$ cat config.mk
export PLATFORM = sky130hd
export DESIGN_NAME = avr_wait_arb
export DESIGN_NICKNAME = d
export VERILOG_FILES = /design/src/rtl/avr_wait_arb_pkg.sv /design/src/rtl/avr_wait_tmo.sv /design/src/rtl/avr_wait_arb.sv
export SDC_FILE = /design/constraint.sdc
export NUM_CORES = 1
export LEC_CHECK = 0
export BUFFER_PORTS_ARGS = -buffer_cell sky130_fd_sc_hd__buf_2
export CORE_MARGIN = 4
export CORE_UTILIZATION = 45
export CTS_CLUSTER_SIZE = 25
export DETAILED_ROUTE_END_ITERATION = 16
export MAX_ROUTING_LAYER = met4
export PLACE_DENSITY = 0.81
export SYNTH_ARGS = -nofsm -noshare
export SYNTH_HDL_FRONTEND = slang
export SYNTH_SLANG_ARGS = --single-unit
$ cat constraint.sdc
create_clock -name fclk -period 3.3 [get_ports fclk]
set_clock_uncertainty 0.05 [all_clocks]
set_input_delay 0.495 -clock fclk [delete_from_list [all_inputs] [get_ports fclk]]
set_output_delay 0.495 -clock fclk [all_outputs]
set_load 0.01 [all_outputs]
$ cat src/rtl/avr_wait_arb_pkg.sv
// Shared definitions for the AVR wait-state arbiter.
//   state_e   : arbiter FSM encoding
//   SRC_GLU / SRC_COM : source identifiers (grant register and avr_src value)
//   DATA_DFLT : idle/abort value for rdata and wait_write
package avr_wait_arb_pkg;

  typedef enum logic [2:0] {
    StIdle,
    StLoad,
    StWait,
    StAck,
    StRel
  } state_e;

  localparam logic       SRC_GLU   = 1'b0;
  localparam logic       SRC_COM   = 1'b1;
  localparam logic [7:0] DATA_DFLT = 8'hFF;

endpackage

$ cat src/rtl/avr_wait_tmo.sv
// Timeout counter for a pending AVR transfer.
//   fclk, rst_n : clock and asynchronous active-low reset
//   clr         : restart the count from zero
//   run         : count one cycle of waiting
//   expire      : high in the waiting cycle whose increment reaches all-ones
module avr_wait_tmo #(
  parameter int unsigned TMO_W = 16
) (
  input  logic fclk,
  input  logic rst_n,
  input  logic clr,
  input  logic run,
  output logic expire
);

  localparam logic [TMO_W-1:0] CntLast = {{(TMO_W-1){1'b1}}, 1'b0};

  logic [TMO_W-1:0] cnt_q;

  always_ff @(posedge fclk or negedge rst_n) begin
    if (!rst_n) begin
      cnt_q <= '0;
    end else if (clr) begin
      cnt_q <= '0;
    end else if (run) begin
      cnt_q <= cnt_q + 1'b1;
    end
  end

  // Fires as the count steps onto all-ones, so the wait ends after 2^TMO_W - 1 cycles.
  assign expire = run && (cnt_q == CntLast);

endmodule

$ cat src/rtl/avr_wait_arb.sv
// Arbiter between the gluclock and comport requesters for AVR accesses via the SPI slave.
//   fclk, rst_n                    : clock, asynchronous active-low reset
//   glu_req/rnw/addr/wdata, glu_ack: gluclock requester handshake
//   com_req/rnw/addr/wdata, com_ack: comport requester handshake
//   rdata                          : read result, valid in the ack cycle
//   wait_rnw, wait_write           : latched direction/write data for the AVR
//   wait_read, wait_end            : AVR read data and completion pulse
//   gluclock_addr, comport_addr    : latched per-source addresses
//   avr_req, avr_src, busy, tmo    : status outputs
// Optional timeout: define AVR_WAIT_TMO_EN to abort a WAIT after 2^TMO_W - 1 cycles.
module avr_wait_arb
  import avr_wait_arb_pkg::*;
#(
  parameter int unsigned TMO_W = 16
) (
  input  logic       fclk,
  input  logic       rst_n,
  input  logic       glu_req,
  input  logic       glu_rnw,
  input  logic [7:0] glu_addr,
  input  logic [7:0] glu_wdata,
  output logic       glu_ack,
  input  logic       com_req,
  input  logic       com_rnw,
  input  logic [2:0] com_addr,
  input  logic [7:0] com_wdata,
  output logic       com_ack,
  output logic [7:0] rdata,
  output logic       wait_rnw,
  output logic [7:0] wait_write,
  input  logic [7:0] wait_read,
  input  logic       wait_end,
  output logic [7:0] gluclock_addr,
  output logic [2:0] comport_addr,
  output logic       avr_req,
  output logic       avr_src,
  output logic       busy,
  output logic       tmo
);

  state_e state_q, state_d;
  logic   grant_q, grant_d;  // current grant; doubles as last-grant memory
  logic   tmo_hit;           // terminal count with no wait_end this cycle
  logic   tmo_q;

`ifdef AVR_WAIT_TMO_EN
  logic tmo_exp;

  avr_wait_tmo #(
    .TMO_W (TMO_W)
  ) u_tmo (
    .fclk   (fclk),
    .rst_n  (rst_n),
    .clr    (state_q == StLoad),
    .run    (state_q == StWait),
    .expire (tmo_exp)
  );

  assign tmo_hit = tmo_exp & ~wait_end;
`else
  assign tmo_hit = 1'b0;
`endif

  always_comb begin
    state_d = state_q;
    grant_d = grant_q;
    unique case (state_q)
      StIdle: begin
        if (glu_req || com_req) begin
          state_d = StLoad;
          if (glu_req && com_req) begin
            grant_d = ~grant_q;
          end else begin
            grant_d = glu_req ? SRC_GLU : SRC_COM;
          end
        end
      end
      StLoad: state_d = StWait;
      StWait: begin
        if (wait_end || tmo_hit) begin
          state_d = StAck;
        end
      end
      StAck:  state_d = StRel;
      StRel:  state_d = StIdle;
      default: state_d = StIdle;
    endcase
  end

  always_ff @(posedge fclk or negedge rst_n) begin
    if (!rst_n) begin
      state_q <= StIdle;
      grant_q <= SRC_COM;
    end else begin
      state_q <= state_d;
      grant_q <= grant_d;
    end
  end

  always_ff @(posedge fclk or negedge rst_n) begin
    if (!rst_n) begin
      wait_rnw      <= 1'b0;
      wait_write    <= DATA_DFLT;
      gluclock_addr <= '0;
      comport_addr  <= '0;
      rdata         <= DATA_DFLT;
      tmo_q         <= 1'b0;
    end else begin
      tmo_q <= (state_q == StWait) && tmo_hit;
      if (state_q == StLoad) begin
        if (grant_q == SRC_GLU) begin
          wait_rnw      <= glu_rnw;
          wait_write    <= glu_wdata;
          gluclock_addr <= glu_addr;
        end else begin
          wait_rnw     <= com_rnw;
          wait_write   <= com_wdata;
          comport_addr <= com_addr;
        end
      end
      if (state_q == StWait) begin
        if (wait_end) begin
          if (wait_rnw) begin
            rdata <= wait_read;
          end
        end else if (tmo_hit) begin
          rdata <= DATA_DFLT;
        end
      end
    end
  end

  assign busy    = (state_q != StIdle);
  assign avr_req = (state_q == StWait);
  assign avr_src = busy & grant_q;
  assign glu_ack = (state_q == StAck) && (grant_q == SRC_GLU);
  assign com_ack = (state_q == StAck) && (grant_q == SRC_COM);
  assign tmo     = tmo_q;

endmodule

Yosys cells after proc, flatten, opt, wreduce, memory -nomap -nowiden

Index checks and enable logic that the tools add are counted.

Equality and inequality tests: 5
Mux-type cells: 7
Bitwise logic cells: 2
Reductions and logical operators: 11

Operators with widths:

| cell                                          | count |
|---|---|
| one-hot mux 3 bit (4 select lines)            | 1 |
| 2-to-1 mux 8 bit                              | 1 |
| AND reduction 2 bit                           | 4 |
| == test 3 x 2 -> 1 bit, second input constant | 2 |
| 2-to-1 mux 3 bit                              | 2 |
| != test 2 bit, second input constant          | 2 |
| == test 3 x 1 -> 1 bit, second input constant | 1 |
| logical AND 1 bit                             | 3 |
| logical NOT 3 bit                             | 1 |
| 2-to-1 mux 1 bit                              | 3 |
| AND reduction 3 bit                           | 1 |
| nonzero test 3 bit                            | 1 |
| AND 1 bit                                     | 1 |
| logical OR 1 bit                              | 1 |
| inverter 1 bit                                | 1 |

Flip-flop bits (word level): 32
Input port bits: 42
Output and inout port bits: 34
Logic and storage cells: 32

Depth between registers and ports, before layout

Depth after elaboration: 3
Gate-level depth with buffers: 5

Least setup slack after synthesis

OpenSTA, ideal clock, no wires.

Path kind: flip-flop to output port
Start point: register grant_q
End point: output avr_src
Data arrival time: 1.138 ns
Required time: 2.755 ns
Path slack: 1.617 ns
Stages on the path, launching flop included: 4
Buffers on the path: 2
Cell sequence: dfstp_2 > buf_2 > buf_2 > nor2b_1

Longest elaborated chain between the ends: 1

RTL lines:

| element                | RTL line            | RTL |
|---|---|---|
| start, declared        | avr_wait_arb.sv:42  | `logic grant_q, grant_d;` |
| start signal, assigned | avr_wait_arb.sv:96  | `grant_q <= grant_d;` |
| AND 1 bit              | avr_wait_arb.sv:135 | `assign avr_src = busy & grant_q;` |
| end, declared          | avr_wait_arb.sv:36  | `output logic avr_src,` |

Every way passes these cells.

Worst setup path after layout

Same ends and word-level chain as after synthesis.

==> metrics <==
crit path kind reg -> out; met1 usage 0.170; Adder-Cell Fraction of Synth Area 0; Via density 4.91; IO Pins 76; Mean Syn Cell Area 13.3 um^2; PwrDens 992 mW/mm^2; max cap viols 0; share of the synthesized area in the top cell type 0.324; GRT met3 Usage 0.0533; later-pin clock latency in the skew report 0.32 ns; largest net degree at the start of global routing 33; # diodes 0; cell area after synthesis 0.00138 mm^2; slowest stage cell, crit path dfstp_2; total die area 0.00402 mm^2; beginning of the critical path grant_q; # setup viols final 0; Max Freq 0.505 GHz; Synth Area in Compound Gates 0.0471; CTS tree yes; layout net count 221; initial drt markers 25; routing usage on met2 0.245; Yosys warning total 0; Post-synth ARST share 1.00; CP max stage delay 0.78 ns; dominant combinational cell family by area after synthesis multiplexers; DR DRC count 0; post-synthesis mux area share 0.220; Placed Area 0.00175 mm^2; Fill cells 237; die height 63.4 um; number of synthesized flops with an enable pin 0; Max-Slew Margin vs Limit 0.548; DR vias 1037; top post-synthesis cells by count mux2_2, dfstp_2, dfrtp_1, a21oi_1, nor2_1; vias in the first global route 1067; worst path arrival time 1.44 ns; setup tns final 0 ns; FF+latch count, synth 32; footprint of the multi-input gates 502 um^2; Crit path max-delay family flip-flops; post-route ant nets 0; Final Hold Fails 0; Initial Util 0.484; drt first pass iters 4; total core area 0.00285 mm^2; clock buffer depth 2; area growth from synthesis to layout 31.6%; status finished clean; Max VDD drop 0.498 mV; Worst-Margin Slew 0.676 ns; design area 0.00182 mm^2; post-synthesis cell count 104; Reg2Reg Launch Point state_q[2]; top_reg_cell synth dfstp_2; layout cells sized above 1 0.678; antenna violations before repair 0; max-slew violations 0; Total Routed Length 2.69 mm; Reg2Reg Setup Slack 1.48 ns; first-pass GRT wire length 4.62 mm; wire length per cell 12.8 um; RSZ-0062 raised after global routing no; count of cell types in the netlist 21; Post-CTS Hold Buffers 0; Worst Path Buf+Inv 1; Port Buffers 74; sequential share of the synthesized area 0.596; Most Used Layer, Global Route met2; main area contributors after synthesis dfstp_2, dfrtp_1, mux2_2, mux2i_1, a21oi_1; Tot Pwr 1.80 mW; worst hold path class in -> async; Post-DP HPWL 2.13 mm; Congestion Overflow GR 0; critical-path cell list nor2b_1 > buf_2; min Tclk post-route 1.98 ns; GR Util All Layers 0.153; clk sink count 32; crit-path max FO 16; top cell type by total area after synthesis dfstp_2; CTS H-Tree Depth 2; most numerous cell in the Yosys netlist mux2_2; gp weighted congestion 0.705; Worst Setup EP avr_src; TritonCTS Buffers 5; CP required 2.75 ns; Post-Syn Nets 146; register area 822 um^2; CTS resizes 0; R2R depth 3; Worst Setup Start Kind flop; worst reg2reg endpoint gluclock_addr[7]; Core Rows 19; Root Buffer Master clkbuf_4; Die X 63.4 um; Post-Synth Simple-Gate Area 0.0870; WP depth 2; XOR/XNOR share of the synthesized area 0.00635; post-CTS setup buffers 0; fin crit share 0.600; clock-pin slew on the worst setup and hold paths 0.10 ns; CP endpoint kind output port; leakage 0.910 nW
## worst reg2reg max path: stages, from the launching register on
cell	delay, ns
dfrtp_1	0.45
nor3b_2	0.21
nor2b_1	0.58
mux2_2	0.41
## registers in the layout, indices dropped and copies added (netlist names)
register	cells
state_q	3
grant_q	1
gluclock_addr	8
wait_write	8
comport_addr	3
rdata	8
wait_rnw	1
## where the power goes
group | internal [mW] | switching [mW]
sequential | 0.664 | 0.141
combinational | 0.393 | 0.359
clock | 0.125 | 0.119
## kinds of logic after synthesis
family | after synthesis
AOI/OAI and AO/OA | 12
other | 1
DFF | 32
buffers and inverters | 9
muxes | 28
and+or+nand+nor | 21
xor gates and xnor gates | 1
## stage by stage
stage	setup WS, ns	instances	util	hold WS (ns)
detailed placement	1.49	203	0.613	0.442
finish	1.32	211	0.637	0.159
floorplan	1.62	104	-	0.149
global placement	1.56	203	0.613	0.435
global route	1.11	211	0.637	0.182
CTS	1.29	211	0.637	0.163
## cell type report
type / instances / share of cell area
Sequential cell: 32 / 0.452
Inverter: 2 / 0.00413
Timing Repair Buffer: 75 / 0.208
Multi-Input combinational cell: 63 / 0.276
Clock buffer: 8 / 0.0379
Tap cell: 31 / 0.0213
## cells in the final DEF (no fill, tap or decap), drive strengths merged
cell type	instances
dfstp	17
mux2	19
nor2b	3
a21oi	10
and3b	1
inv	2
nand2	1
buf	75
nor3b	2
mux2i	9
xnor2	1
nor2	10
a2111oi	1
and2	1
a31oi	1
and3	1
conb	1
nor3	2
dfrtp	15
clkbuf	8
## per-layer routing
layer	share of wire	vias up
met3	0.12	5
met2	0.46	64
met4	0.015	0
met1	0.40	464
li1	-	504
met5	0	-
## how the worst min path moves through the flow
stage / start / end / slack (ns) / depth (start not counted)
2_1_floorplan: rst_n / comport_addr[0] / 0.15 / 0
3_3_place_gp: gluclock_addr[5] / gluclock_addr[5] / 0.43 / 1
3_5_place_dp: wait_write[2] / wait_write[2] / 0.44 / 2
4_1_cts: rst_n / state_q[1] / 0.16 / 1
5_1_grt: rst_n / state_q[1] / 0.18 / 1
6_report: rst_n / state_q[1] / 0.16 / 1
(Power assumes the default switching activity.)
